### src/rtl/num15_pkg.sv
// num15_pkg: shared FSM states, move type and winning-line masks for the number-15 game
package num15_pkg;
  typedef enum logic [2:0] {COMP_REQ, COMP_WAIT, H_WAIT, H_CHECK, H_RELEASE, DONE} state_t;
  typedef logic [3:0] move_t;
  localparam logic [8:0] WIN_LINES [8] = '{9'h062, 9'h111, 9'h08C, 9'h10A, 9'h054, 9'h0A1, 9'h092, 9'h038};
  localparam logic [8:0] ALL_TAKEN = 9'h1FF;
  function automatic logic [8:0] move_mask(input move_t m);
    return (m >= 4'd1 && m <= 4'd9) ? 9'd1 << (m - 4'd1) : 9'd0;
  endfunction
endpackage

### src/rtl/num15_win_detect.sv
// num15_win_detect: flags a set of taken numbers that contains any three summing to 15
module num15_win_detect
  import num15_pkg::*;
(
  input  logic [8:0] taken,
  output logic       win
);
  // any winning line fully covered by the set
  always_comb begin
    win = 1'b0;
    for (int i = 0; i < 8; i++) win = win | ((taken & WIN_LINES[i]) == WIN_LINES[i]);
  end
endmodule

### src/rtl/num15_turn_ctrl.sv
// num15_turn_ctrl: turn sequencing between the move engine and a human player for the number-15 game
module num15_turn_ctrl
  import num15_pkg::*;
(
  input  logic       clock,
  input  logic       reset_L,
  input  logic       enter_L,
  input  logic       newGame_L,
  input  logic [3:0] hMove,
  output logic       compReq,
  input  logic [3:0] compMove,
  input  logic       compValid,
  output logic [8:0] hSet,
  output logic [8:0] cSet,
  output logic [3:0] cMove,
  output logic [3:0] lastH,
  output logic       win,
  output logic       hWin,
  output logic       draw,
  output logic       illegal,
  output logic       engErr
);
  state_t     state, nxt;
  move_t      hreg;
  logic [8:0] cmask, hmask, c_next;
  logic       c_ok, h_ok, c_win, h_win, c_full, h_full;

  assign cmask  = move_mask(compMove);
  assign hmask  = move_mask(hreg);
  assign c_ok   = (cmask != 9'd0) && ((cmask & (hSet | cSet)) == 9'd0);
  assign h_ok   = (hmask != 9'd0) && ((hmask & (hSet | cSet)) == 9'd0);
  assign c_next = cSet | cmask;
  assign c_full = (c_next | hSet) == ALL_TAKEN;
  assign h_full = (hSet | cSet) == ALL_TAKEN;

  // the engine's candidate move is judged together with the set it would join
  num15_win_detect u_cwin (.taken(c_next), .win(c_win));
  num15_win_detect u_hwin (.taken(hSet), .win(h_win));

  // next-state routing; a new-game request overrides every other transition
  always_comb begin
    nxt = state;
    case (state)
      COMP_REQ:  nxt = COMP_WAIT;
      COMP_WAIT: nxt = !compValid ? COMP_WAIT : (!c_ok || c_win || c_full) ? DONE : H_WAIT;
      H_WAIT:    nxt = enter_L ? H_WAIT : H_CHECK;
      H_CHECK:   nxt = H_RELEASE;
      H_RELEASE: nxt = !enter_L ? H_RELEASE : illegal ? H_WAIT : (h_win || h_full) ? DONE : COMP_REQ;
      default:   nxt = state;
    endcase
    if (!newGame_L) nxt = COMP_REQ;
  end

  // state, registered request line and game record
  always_ff @(posedge clock or negedge reset_L) begin
    if (!reset_L) begin
      state   <= COMP_REQ;
      compReq <= 1'b0;
      hreg    <= '0;
      hSet    <= '0;
      cSet    <= '0;
      cMove   <= '0;
      lastH   <= '0;
      win     <= 1'b0;
      hWin    <= 1'b0;
      draw    <= 1'b0;
      illegal <= 1'b0;
      engErr  <= 1'b0;
    end else begin
      state   <= nxt;
      compReq <= (nxt == COMP_REQ) || (nxt == COMP_WAIT);
      if (!newGame_L) begin
        hreg    <= '0;
        hSet    <= '0;
        cSet    <= '0;
        cMove   <= '0;
        lastH   <= '0;
        win     <= 1'b0;
        hWin    <= 1'b0;
        draw    <= 1'b0;
        illegal <= 1'b0;
        engErr  <= 1'b0;
      end else begin
        case (state)
          COMP_WAIT: if (compValid) begin
            if (c_ok) begin
              cSet  <= c_next;
              cMove <= compMove;
              win   <= c_win;
              draw  <= !c_win && c_full;
            end else engErr <= 1'b1;
          end
          H_WAIT:    if (!enter_L) hreg <= hMove;
          H_CHECK:   if (h_ok) begin
            hSet    <= hSet | hmask;
            lastH   <= hreg;
            illegal <= 1'b0;
          end else illegal <= 1'b1;
          H_RELEASE: if (enter_L && !illegal) begin
            hWin <= h_win;
            draw <= !h_win && h_full;
          end
          default: ;
        endcase
      end
    end
  end
endmodule

### config.mk
export PLATFORM = sky130hd
export DESIGN_NAME = num15_turn_ctrl
export DESIGN_NICKNAME = d
export VERILOG_FILES = /design/src/rtl/num15_pkg.sv /design/src/rtl/num15_win_detect.sv /design/src/rtl/num15_turn_ctrl.sv
export SDC_FILE = /design/constraint.sdc
export NUM_CORES = 1
export LEC_CHECK = 0
export ABC_CLOCK_PERIOD_IN_PS = 3400
export CAP_MARGIN = 20
export CORE_UTILIZATION = 30
export DETAILED_ROUTE_END_ITERATION = 8
export GPL_TIMING_DRIVEN = 0
export RECOVER_POWER = 50
export SLEW_MARGIN = 20
export SYNTH_ARGS = -nofsm -noshare
export SYNTH_HDL_FRONTEND = slang
export SYNTH_HIERARCHICAL = 1
export SYNTH_SLANG_ARGS = --single-unit
### constraint.sdc
create_clock -name clock -period 3.4 [get_ports clock]
set_input_delay 0.68 -clock clock [delete_from_list [all_inputs] [get_ports clock]]
set_output_delay 0.68 -clock clock [all_outputs]
set_load 0.01 [all_outputs]
==> flow_summary.yaml, run 1 <==
clocking:
  clk_latency_ns: 0.29
  cts_buffer_depth: 2
  clkTransAtPathRegs_ns: 0.08
  cts_sinks: 39
  cts_setup_buffers: 0
  cts_root_buffer: "clkbuf_8"
  cts_hold_buf: 0
  cts_buffers: 5
  htreeDepth: 2
  tritoncts: "yes"
routing:
  drt-total-wl_um: 6880
  vias_per_cell: 5.34
  wl_per_cell_um: 16.0
  drc: 0
  ant_nets: 0
  vias: 2289
  drtPass1Iterations: 4
  drt_iter0_markers: 117
yosys:
  synth_cells: 272
  ys_seq_elements: 39
  synth_top_area_share_pct: 38.4
  synthesis.area_um2: 2540
  synth_area_leaders: "dfrtp_1 (38%), nor2b_1 (5.2%), o21a_1 (5.0%), mux2i_1 (4.7%), nor2_1 (3.8%)"
  synthDistinctLibCells: 57
  synthFlopType: "dfrtp_1"
  synth_edf_count: 0
  synth_nets: 287
  yosysMostFrequentCell: "dfrtp_1"
  avgSynthCellArea_um2: 9.35
  synth.yosys.warnings: 6
  ys_seq_area_share_pct: 38.4
  synthArstFlopShare_pct: 100
  synth_common_cells: "dfrtp_1 (39), nor2_1 (26), nor2b_1 (21), o21a_1 (17)"
  yosysTopAreaCell: "dfrtp_1"
place:
  numPortBuffers: 43
  dp_hpwl_um: 5150
  place.gp.congestion: 0.844
  dp_slack_ns: -0.600
power_and_ir_drop:
  vdd_drop_max_uv: 179
  power_w: 0.000968
  power.leakage_nw: 1.35
  power.density_nw_per_um2: 303
run_status:
  status: "finished, final reports clean"
grt:
  use_met3_pct: 2.99
  grt_pass1_wl_um: 11400
  met1_usage_pct: 22.4
  antenna_found_initial: 0
  grt.total_usage_pct: 16.7
  grt_start_max_net_pins: 26
  grt.busiest_layer: "met2"
  grt_pass1_vias: 2257
  grt_remaining_overflow: 0
  use_met2_pct: 26.5
floorplanning:
  core_area_um2: 8220
  die_h_um: 94.1
  rows: 33
  dieWidth_um: 94.1
  initial_core_util_pct: 31.0
  boundaryPins: 45
  die_area_um2: 8850
sta:
  slew_headroom_pct: 8.76
  fin_skew_ns: 0.00512
  fmax_mhz: 298
  hold_violations: 0
  finalSetupViolations: 0
  rsz0062_at_grt: "yes"
  setup_ws_ns: 0.0450
  slew_viol_final: 0
  worst_slew_pin_slew_ns: 1.37
  fin_crit_ns: 3.35
  whs_ns: 0.448
  period_share_pct: 98.7
  tns_ns: 0
setup_path:
  arrival_ns: 3.50
  end_kind: "flop"
  reg2reg_to: "hSet[0]$_DFFE_PN0P_"
  worstRegToRegCells: 7
  cp.required_ns: 3.55
  reg2reg_slack_ns: 1.09
  setup.worst_path.class: "input pin to flop"
  cp_max_fo: 10
  reg2reg_from: "hSet[7]$_DFFE_PN0P_"
  startpoint_type: "input pin"
final_layout:
  antenna_cells: 0
  areaGrowthSynthToFinish_pct: 25.4
  nets: 338
  post-route-util_pct: 38.8
  drive_gt1_share_pct: 10.8
worst_hold_path:
  hold_path_class: "input pin to async pin"
flow_run:
  cap_violations: 0
## layer usage
metal	up-vias	part of all wire, %	wire length (µm)
li1	1100	-	-
met1	1122	47	3250
met2	57	47	3240
met3	10	4.2	291
met4	0	1.5	101
met5	-	0	0
## critical path: stages
cell and delay, ns:
dlygate4sd2_1 0.32, buf_4 0.21, nor2_1 0.17, ha_1 0.26, buf_2 0.18, clkbuf_4 0.20
nand4b_1 0.18, nand2b_1 0.10, a22o_1 0.20, a22oi_1 0.22, nand2_1 0.16, nor3_1 0.46
a211oi_1 0.15
## cell type report
class                   count  area, µm²
inverters                  11       41.3
flip-flops and latches     39        976
well taps                 105        131
fillers                   847       5030
repair buffers             44        429
plain buffers              18        110
clock inverters             1       5.00
multi-input cells         204       1420
clock buffers               7       76.3
## repair_timing
| item | in CTS | in global routing |
|---|---|---|
| gates resized for setup | 3 | 2 |
| endpoints found under the setup margin | 4 | 4 |
| gates cloned | 0 | 0 |
## per-stage QoR
step / cells / area, µm²
4_1_cts: 429 / 3210
5_1_grt: 429 / 3190
6_report: 429 / 3190
3_5_place_dp: 421 / 3120
3_3_place_gp: 420 / 3110
2_1_floorplan: 272 / 2540
## power breakdown
group	internal, W	switching, W
combinational	0.0000739	0.000104
sequential	0.000475	0.00000839
clock	0.000144	0.000162
total	0.000693	0.000275
## flip-flops by register name, summed over array words and instances (netlist names)
name     flops
hSet         9
cMove        4
engErr       1
win          1
lastH        4
state        3
hWin         1
compReq      1
hreg         4
cSet         9
illegal      1
draw         1
## layout by cell type (no fill, tap or decap), types with 2 or more instances in the layout
cell / count
mux2i_1: 12
clkbuf_8: 5
buf_2: 7
nor3b_1: 3
and3_1: 2
ha_1: 2
o21ai_0: 6
o22ai_1: 3
nand2b_1: 4
a2111oi_2: 2
o2bb2ai_1: 2
o21bai_1: 3
buf_6: 3
dlygate4sd3_1: 7
nor4_1: 2
nor3_1: 14
a21oi_1: 9
a22oi_1: 5
nor4b_2: 2
dfrtp_1: 39
buf_4: 2
clkdlybuf4s50_1: 33
a22o_1: 9
nor2_1: 26
nand2_1: 14
nand3b_1: 2
nand3_1: 6
or2b_1: 2
nor2b_1: 21
a2111oi_0: 2
clkbuf_1: 9
o31ai_1: 4
a211oi_1: 4
o21a_1: 17
or3b_1: 2
inv_1: 11
## worst max path at each step
| stage | startpoint | to | slack [ns] | cells past startpoint |
|---|---|---|---|---|
| final | compMove[0] | state[0]$_DFF_PN0_ | 0.05 | 13 |
| after floorplan | compMove[0] | draw$_DFFE_PN0P_ | 0.48 | 13 |
| after global placement | compMove[0] | draw$_DFFE_PN0P_ | -0.52 | 14 |
| after detailed placement | compMove[0] | draw$_DFFE_PN0P_ | -0.60 | 14 |
| after CTS | compMove[2] | draw$_DFFE_PN0P_ | 0.06 | 13 |
| after global routing | compMove[0] | draw$_DFFE_PN0P_ | -0.06 | 14 |
## cell families (layout without fill, tap and decap cells)
logic type / after synthesis / count (layout) / synth area share, %
muxes: 13 / 13 / 5.31
adders and majority gates: 2 / 2 / 0.984
AOI/OAI and AO/OA: 76 / 76 / 23.2
and+or+nand+nor: 113 / 113 / 26.4
DFF: 39 / 39 / 38.4
buffers and inverters: 29 / 81 / 5.76
Note: power is estimated with default switching activity, not from simulation.
==> inputs of run 2 (changes only) <==
Settings changed: CTS_CLUSTER_DIAMETER set to 40, SLEW_MARGIN 20 to 25.
==> results of run 2 <==
No change in the layout: final DEF, timing and power equal those of run 1.
